$ cat src/rtl/rob_wb_arbiter.sv
// ROB completion write-port arbiter: one holding buffer per result source,
// round-robin grant into a registered write port, flush discards everything pending.
module rob_wb_arbiter #(
    parameter int NUM_REQ = 5,
    parameter int DATA_W  = 32,
    parameter int TAG_W   = 3,
    parameter int SRC_W   = 3
) (
    input  logic                      clk,
    input  logic                      rst,
    input  logic                      flush,
    input  logic [NUM_REQ-1:0]        req_valid,
    output logic [NUM_REQ-1:0]        req_ready,
    input  logic [NUM_REQ*TAG_W-1:0]  req_tag,
    input  logic [NUM_REQ*DATA_W-1:0] req_val,
    input  logic [NUM_REQ*DATA_W-1:0] req_npc,
    input  logic [NUM_REQ-1:0]        req_npc_en,
    output logic                      wr_valid,
    input  logic                      wr_ready,
    output logic [TAG_W-1:0]          wr_tag,
    output logic [DATA_W-1:0]         wr_val,
    output logic [DATA_W-1:0]         wr_npc,
    output logic                      wr_npc_en,
    output logic [SRC_W-1:0]          wr_src
);

    logic [NUM_REQ-1:0] r_buf_valid;
    logic [TAG_W-1:0]   r_buf_tag [NUM_REQ];
    logic [DATA_W-1:0]  r_buf_val [NUM_REQ];
    logic [DATA_W-1:0]  r_buf_npc [NUM_REQ];
    logic [NUM_REQ-1:0] r_buf_npc_en;
    logic [SRC_W-1:0]   r_rr_ptr;

    logic               r_wr_valid;
    logic [TAG_W-1:0]   r_wr_tag;
    logic [DATA_W-1:0]  r_wr_val;
    logic [DATA_W-1:0]  r_wr_npc;
    logic               r_wr_npc_en;
    logic [SRC_W-1:0]   r_wr_src;

    logic               w_port_free;
    logic               w_grant_en;
    logic [NUM_REQ-1:0] w_grant;
    logic               w_gnt_any;
    logic [SRC_W-1:0]   w_gnt_idx;
    logic [SRC_W-1:0]   w_rr_next;
    logic [NUM_REQ-1:0] w_accept;
    logic [TAG_W-1:0]   w_sel_tag;
    logic [DATA_W-1:0]  w_sel_val;
    logic [DATA_W-1:0]  w_sel_npc;
    logic               w_sel_npc_en;

    assign w_port_free = !r_wr_valid || wr_ready;
    assign w_grant_en  = !flush && w_port_free;
    // A granted buffer frees up on the same edge, so it may be refilled immediately.
    assign req_ready   = {NUM_REQ{!flush}} & (~r_buf_valid | w_grant);
    assign w_accept    = req_valid & req_ready;

    // Round-robin: scan positions rr_ptr, rr_ptr+1, ... wrapping at NUM_REQ.
    always_comb begin
        w_grant   = '0;
        w_gnt_any = 1'b0;
        w_gnt_idx = '0;
        if (w_grant_en) begin
            for (int k = 0; k < NUM_REQ; k++) begin
                for (int i = 0; i < NUM_REQ; i++) begin
                    if (!w_gnt_any && r_buf_valid[i] &&
                        ((int'(r_rr_ptr) + k == i) || (int'(r_rr_ptr) + k == i + NUM_REQ))) begin
                        w_grant[i] = 1'b1;
                        w_gnt_any  = 1'b1;
                        w_gnt_idx  = SRC_W'(i);
                    end
                end
            end
        end
    end

    always_comb begin
        w_sel_tag    = '0;
        w_sel_val    = '0;
        w_sel_npc    = '0;
        w_sel_npc_en = 1'b0;
        for (int i = 0; i < NUM_REQ; i++) begin
            if (w_grant[i]) begin
                w_sel_tag    = r_buf_tag[i];
                w_sel_val    = r_buf_val[i];
                w_sel_npc    = r_buf_npc[i];
                w_sel_npc_en = r_buf_npc_en[i];
            end
        end
    end

    assign w_rr_next = (w_gnt_idx == SRC_W'(NUM_REQ - 1)) ? '0 : w_gnt_idx + 1'b1;

    always_ff @(posedge clk) begin
        for (int i = 0; i < NUM_REQ; i++) begin
            if (w_accept[i]) begin
                r_buf_tag[i]    <= req_tag[i*TAG_W +: TAG_W];
                r_buf_val[i]    <= req_val[i*DATA_W +: DATA_W];
                r_buf_npc[i]    <= req_npc[i*DATA_W +: DATA_W];
                r_buf_npc_en[i] <= req_npc_en[i];
            end
        end
    end

    always_ff @(posedge clk) begin
        if (rst) begin
            r_buf_valid <= '0;
            r_rr_ptr    <= '0;
            r_wr_valid  <= 1'b0;
            r_wr_tag    <= '0;
            r_wr_val    <= '0;
            r_wr_npc    <= '0;
            r_wr_npc_en <= 1'b0;
            r_wr_src    <= '0;
        end else if (flush) begin
            r_buf_valid <= '0;
            r_rr_ptr    <= '0;
            r_wr_valid  <= 1'b0;
        end else begin
            // Refill wins over the grant clear when both hit one buffer.
            r_buf_valid <= (r_buf_valid & ~w_grant) | w_accept;
            if (w_gnt_any) begin
                r_wr_valid  <= 1'b1;
                r_wr_tag    <= w_sel_tag;
                r_wr_val    <= w_sel_val;
                r_wr_npc    <= w_sel_npc;
                r_wr_npc_en <= w_sel_npc_en;
                r_wr_src    <= w_gnt_idx;
                r_rr_ptr    <= w_rr_next;
            end else if (w_port_free) begin
                r_wr_valid  <= 1'b0;
            end
        end
    end

    assign wr_valid  = r_wr_valid;
    assign wr_tag    = r_wr_tag;
    assign wr_val    = r_wr_val;
    assign wr_npc    = r_wr_npc;
    assign wr_npc_en = r_wr_npc_en;
    assign wr_src    = r_wr_src;

endmodule

$ cat config.mk
export PLATFORM = sky130hd
export DESIGN_NAME = rob_wb_arbiter
export DESIGN_NICKNAME = d
export VERILOG_FILES = /design/src/rtl/rob_wb_arbiter.sv
export SDC_FILE = /design/constraint.sdc
export NUM_CORES = 1
export LEC_CHECK = 0
export CAP_MARGIN = 10
export CORE_ASPECT_RATIO = 0.5
export CORE_MARGIN = 3
export CORE_UTILIZATION = 67
export CTS_BUF_LIST = sky130_fd_sc_hd__clkbuf_4 sky130_fd_sc_hd__clkbuf_8
export CTS_CLUSTER_DIAMETER = 40
export DETAILED_ROUTE_END_ITERATION = 8
export DONT_BUFFER_PORTS = 1
export PLACE_DENSITY = 0.83
export SETUP_SLACK_MARGIN = 0.5
export SLEW_MARGIN = 10
export SYNTH_ARGS = -nofsm -noshare
export SYNTH_HDL_FRONTEND = slang
export SYNTH_SLANG_ARGS = --single-unit
$ cat constraint.sdc
create_clock -name clk -period 21.3 [get_ports clk]
set_clock_uncertainty 0.15 [all_clocks]
set_input_delay 3.195 -clock clk [delete_from_list [all_inputs] [get_ports clk]]
set_output_delay 3.195 -clock clk [all_outputs]
set_load 0.1 [all_outputs]
==> metrics.md <==
| Metric | Value |
|---|---|
| Post-synth EDFFs | 340 |
| Die area | 27100 µm² |
| Cts bufs inserted | 53 |
| Cell with the most instances after synthesis | edfxtp_1 |
| Initial antenna violation count | 31 |
| Power per cell area | 97.7 nW/µm² |
| DR iter-0 viols | 1383 |
| Fmax achieved | 0.120 GHz |
| Hold-fix buffers, CTS | 0 |
| # resized after CTS | 0 |
| Worst Tran Pin Value | 1.22 ns |
| Critical path's most frequent cell | nor2b_1 |
| Post-Route WL | 45100 µm |
| Min cycle time layout | 8.37 ns |
| Ys async rst share | 0% |
| Post-synth cell types | 72 |
| Die width | 230 µm |
| Post-layout total power | 1.77 mW |
| Leak Pwr | 5.96 nW |
| Area share of the largest cell type after synthesis | 60.7% |
| Final period utilization | 39.3% |
| Max-Cap Viols | 0 |
| Total track usage | 32.2% |
| Post-synth net total | 1468 |
| Maximum root-to-sink buffer count | 3 |
| Detail Placement HPWL | 27700 µm |
| Row cnt | 40 |
| Layout Area Growth over Synthesis | 7.84% |
| Final setup vio count | 0 |
| Max VDD drop | 0.0807 mV |
| Worst Hold Class | reg2reg |
| Setup crit end kind | output port |
| Starting Density | 69.1% |
| Crit start category | input port |
| Worst EP required | 17.96 ns |
| Worst Path Max Fanout | 6 |
| First-pass GRT wire length | 65700 µm |
| Worst-Skew Late Latency | 0.59 ns |
| Pin count of the biggest net entering global routing | 71 |
| YS warnings | 0 |
| Critical path's slowest cell | nor2_2 |
| Port buffer count | 0 |
| Via/cell ratio | 7.05 |
| Relative slew slack | 18.8% |
| Synthesized cell area | 16800 µm² |
| Top cells by instance count after synthesis | 340 x edfxtp_1, 120 x a21boi_0, 80 x dfxtp_1 |
| Core area | 24300 µm² |
| Kind of critical path | in2out |
| Sequential fraction of the synthesis area | 70.2% |
| Number of synthesized register bits | 420 |
| Layout cells sized above 1 | 13.4% |
| Gr ovfl total | 0 |
| WL/cell | 30.1 µm |
| Pre-antenna DRT Iters | 6 |
| RSZ-0062 raised after global routing | false |
| Clk sinks | 420 |
| Routability congestion estimate | 0.887 |
| Setup TNS | 0 ns |
| Final count of pins violating max slew | 0 |
| Multi-input logic area | 4570 µm² |
| Postcts setup bufs | 0 |
| Hold slack | 0.321 ns |
| Avg Cell Area, Syn | 15.1 µm² |
| Nets | 1448 |
| Crit path DAT | 5.02 ns |
| Cell taking the most area after synthesis | edfxtp_1 |
| DR vias | 10600 |
| Die Ht | 118 µm |
| Clock root buffer | clkbuf_8 |
| Htree depth | 2 |
| CP peak stage delay | 0.81 ns |
| Drc violations | 0 |
| Clock transition at path regs | 0.07 ns |
| CTS tree | built |
| Synth area leaders | edfxtp_1 61%, dfxtp_1 9.5%, a21boi_0 5.4% |
| Fillers | 1522 |
| Storage cell area | 11800 µm² |
| DRT antenna net count | 0 |
| Post-Syn Instances | 1113 |
| Commonest register cell after synthesis | edfxtp_1 |
| Vias in the first global route | 10300 |
| Number of hold violations in the final report | 0 |
| Ports | 426 |
| Critical path cell sequence | nand2b_1 > nor2b_1 > o31a_2 > nor2b_1 > nor2_2 |
| Status | finished clean |
## kinds of logic (layout without fill, tap and decap cells)
family | count (synthesis) | in the layout | synth area share (%)
AOI/OAI and AO/OA | 402 | 402 | 18.6
muxes | 6 | 6 | 0.432
other | 0 | 25 | 0
DFF | 420 | 420 | 70.2
adders and majority gates | 6 | 6 | 0.446
xor gates and xnor gates | 2 | 2 | 0.149
and+or+nand+nor | 175 | 175 | 7.13
buffers and inverters | 102 | 125 | 3.04
## final cells by class
| class | instances | share of cell area (%) |
|---|---|---|
| sequential | 420 | 65.1 |
| tap | 336 | 2.32 |
| multi-input combinational | 591 | 25.2 |
| clock inverter | 14 | 0.580 |
| antenna | 25 | 0.345 |
| timing repair buffer | 16 | 0.662 |
| clock buffer | 84 | 5.55 |
| inverter | 11 | 0.228 |
## flip-flops by register name, summed over array words and instances (netlist names)
signal        flops
wr_valid          1
r_rr_ptr          3
r_buf_valid       5
r_buf_tag        15
r_buf_npc       160
wr_npc_en         1
wr_tag            3
wr_npc           32
r_buf_val       160
wr_src            3
r_buf_npc_en      5
wr_val           32
## path summary, 6_finish.rpt
check | startpoint | end | slack, ns | cells past startpoint
worst max register to register | r_rr_ptr[2] | r_buf_val[0][135] | 15.56 | 10
worst min-delay path | r_buf_npc[0][144] | wr_npc[16] | 0.32 | 2
worst max-delay path | wr_ready | req_ready[0] | 12.93 | 5
worst min register to register | r_buf_npc[0][144] | wr_npc[16] | 0.32 | 2
## placed cells by master (no fill, tap or decap), drive strengths merged, types with 8 or more instances in the layout
cell type / synthesis / routed
dfxtp: 80 / 80
clkinv: 1 / 12
a21boi: 136 / 136
nor3b: 8 / 8
nor2: 16 / 16
o21a: 70 / 70
a21oi: 16 / 16
clkbuf: 51 / 84
inv: 10 / 10
a22oi: 69 / 69
nand3b: 69 / 69
buf: 40 / 16
o21ai: 8 / 8
nand2b: 9 / 9
nand2: 18 / 18
diode: 0 / 25
nor2b: 8 / 8
nor3: 12 / 12
a32oi: 70 / 70
edfxtp: 340 / 340
## worst max-delay path, delay by kind of cell
family,cells,cell delay (ns)
and+or+nand+nor,4,1.55
AOI/OAI and AO/OA,1,0.26
## power by group
group | internal [mW] | switching, mW
logic | 0.0331 | 0.0862
registers | 0.935 | 0.111
clock network | 0.313 | 0.293
## layer usage
metal | vias up | GRT usage [%] | part of all wire [%]
li1 | 4416 | - | -
met2 | 740 | 53.0 | 51
met5 | - | 0 | 0.24
met1 | 5248 | 40.6 | 36
met3 | 141 | 9.28 | 9.8
met4 | 14 | 13.5 | 3.3
## per-stage QoR
stage | cell area (µm²) | instances | utilization, % | setup WS (ns)
final | 18100 | 1497 | 74.6 | 12.93
after global routing | 18100 | 1495 | 74.5 | 12.90
after CTS | 18100 | 1472 | 74.3 | 12.98
after detailed placement | 17000 | 1374 | 69.7 | 12.99
after global placement | 17000 | 1374 | 69.7 | 13.09
after floorplan | 16800 | 1113 | - | 11.44
Note: power is estimated with default switching activity, not from simulation.
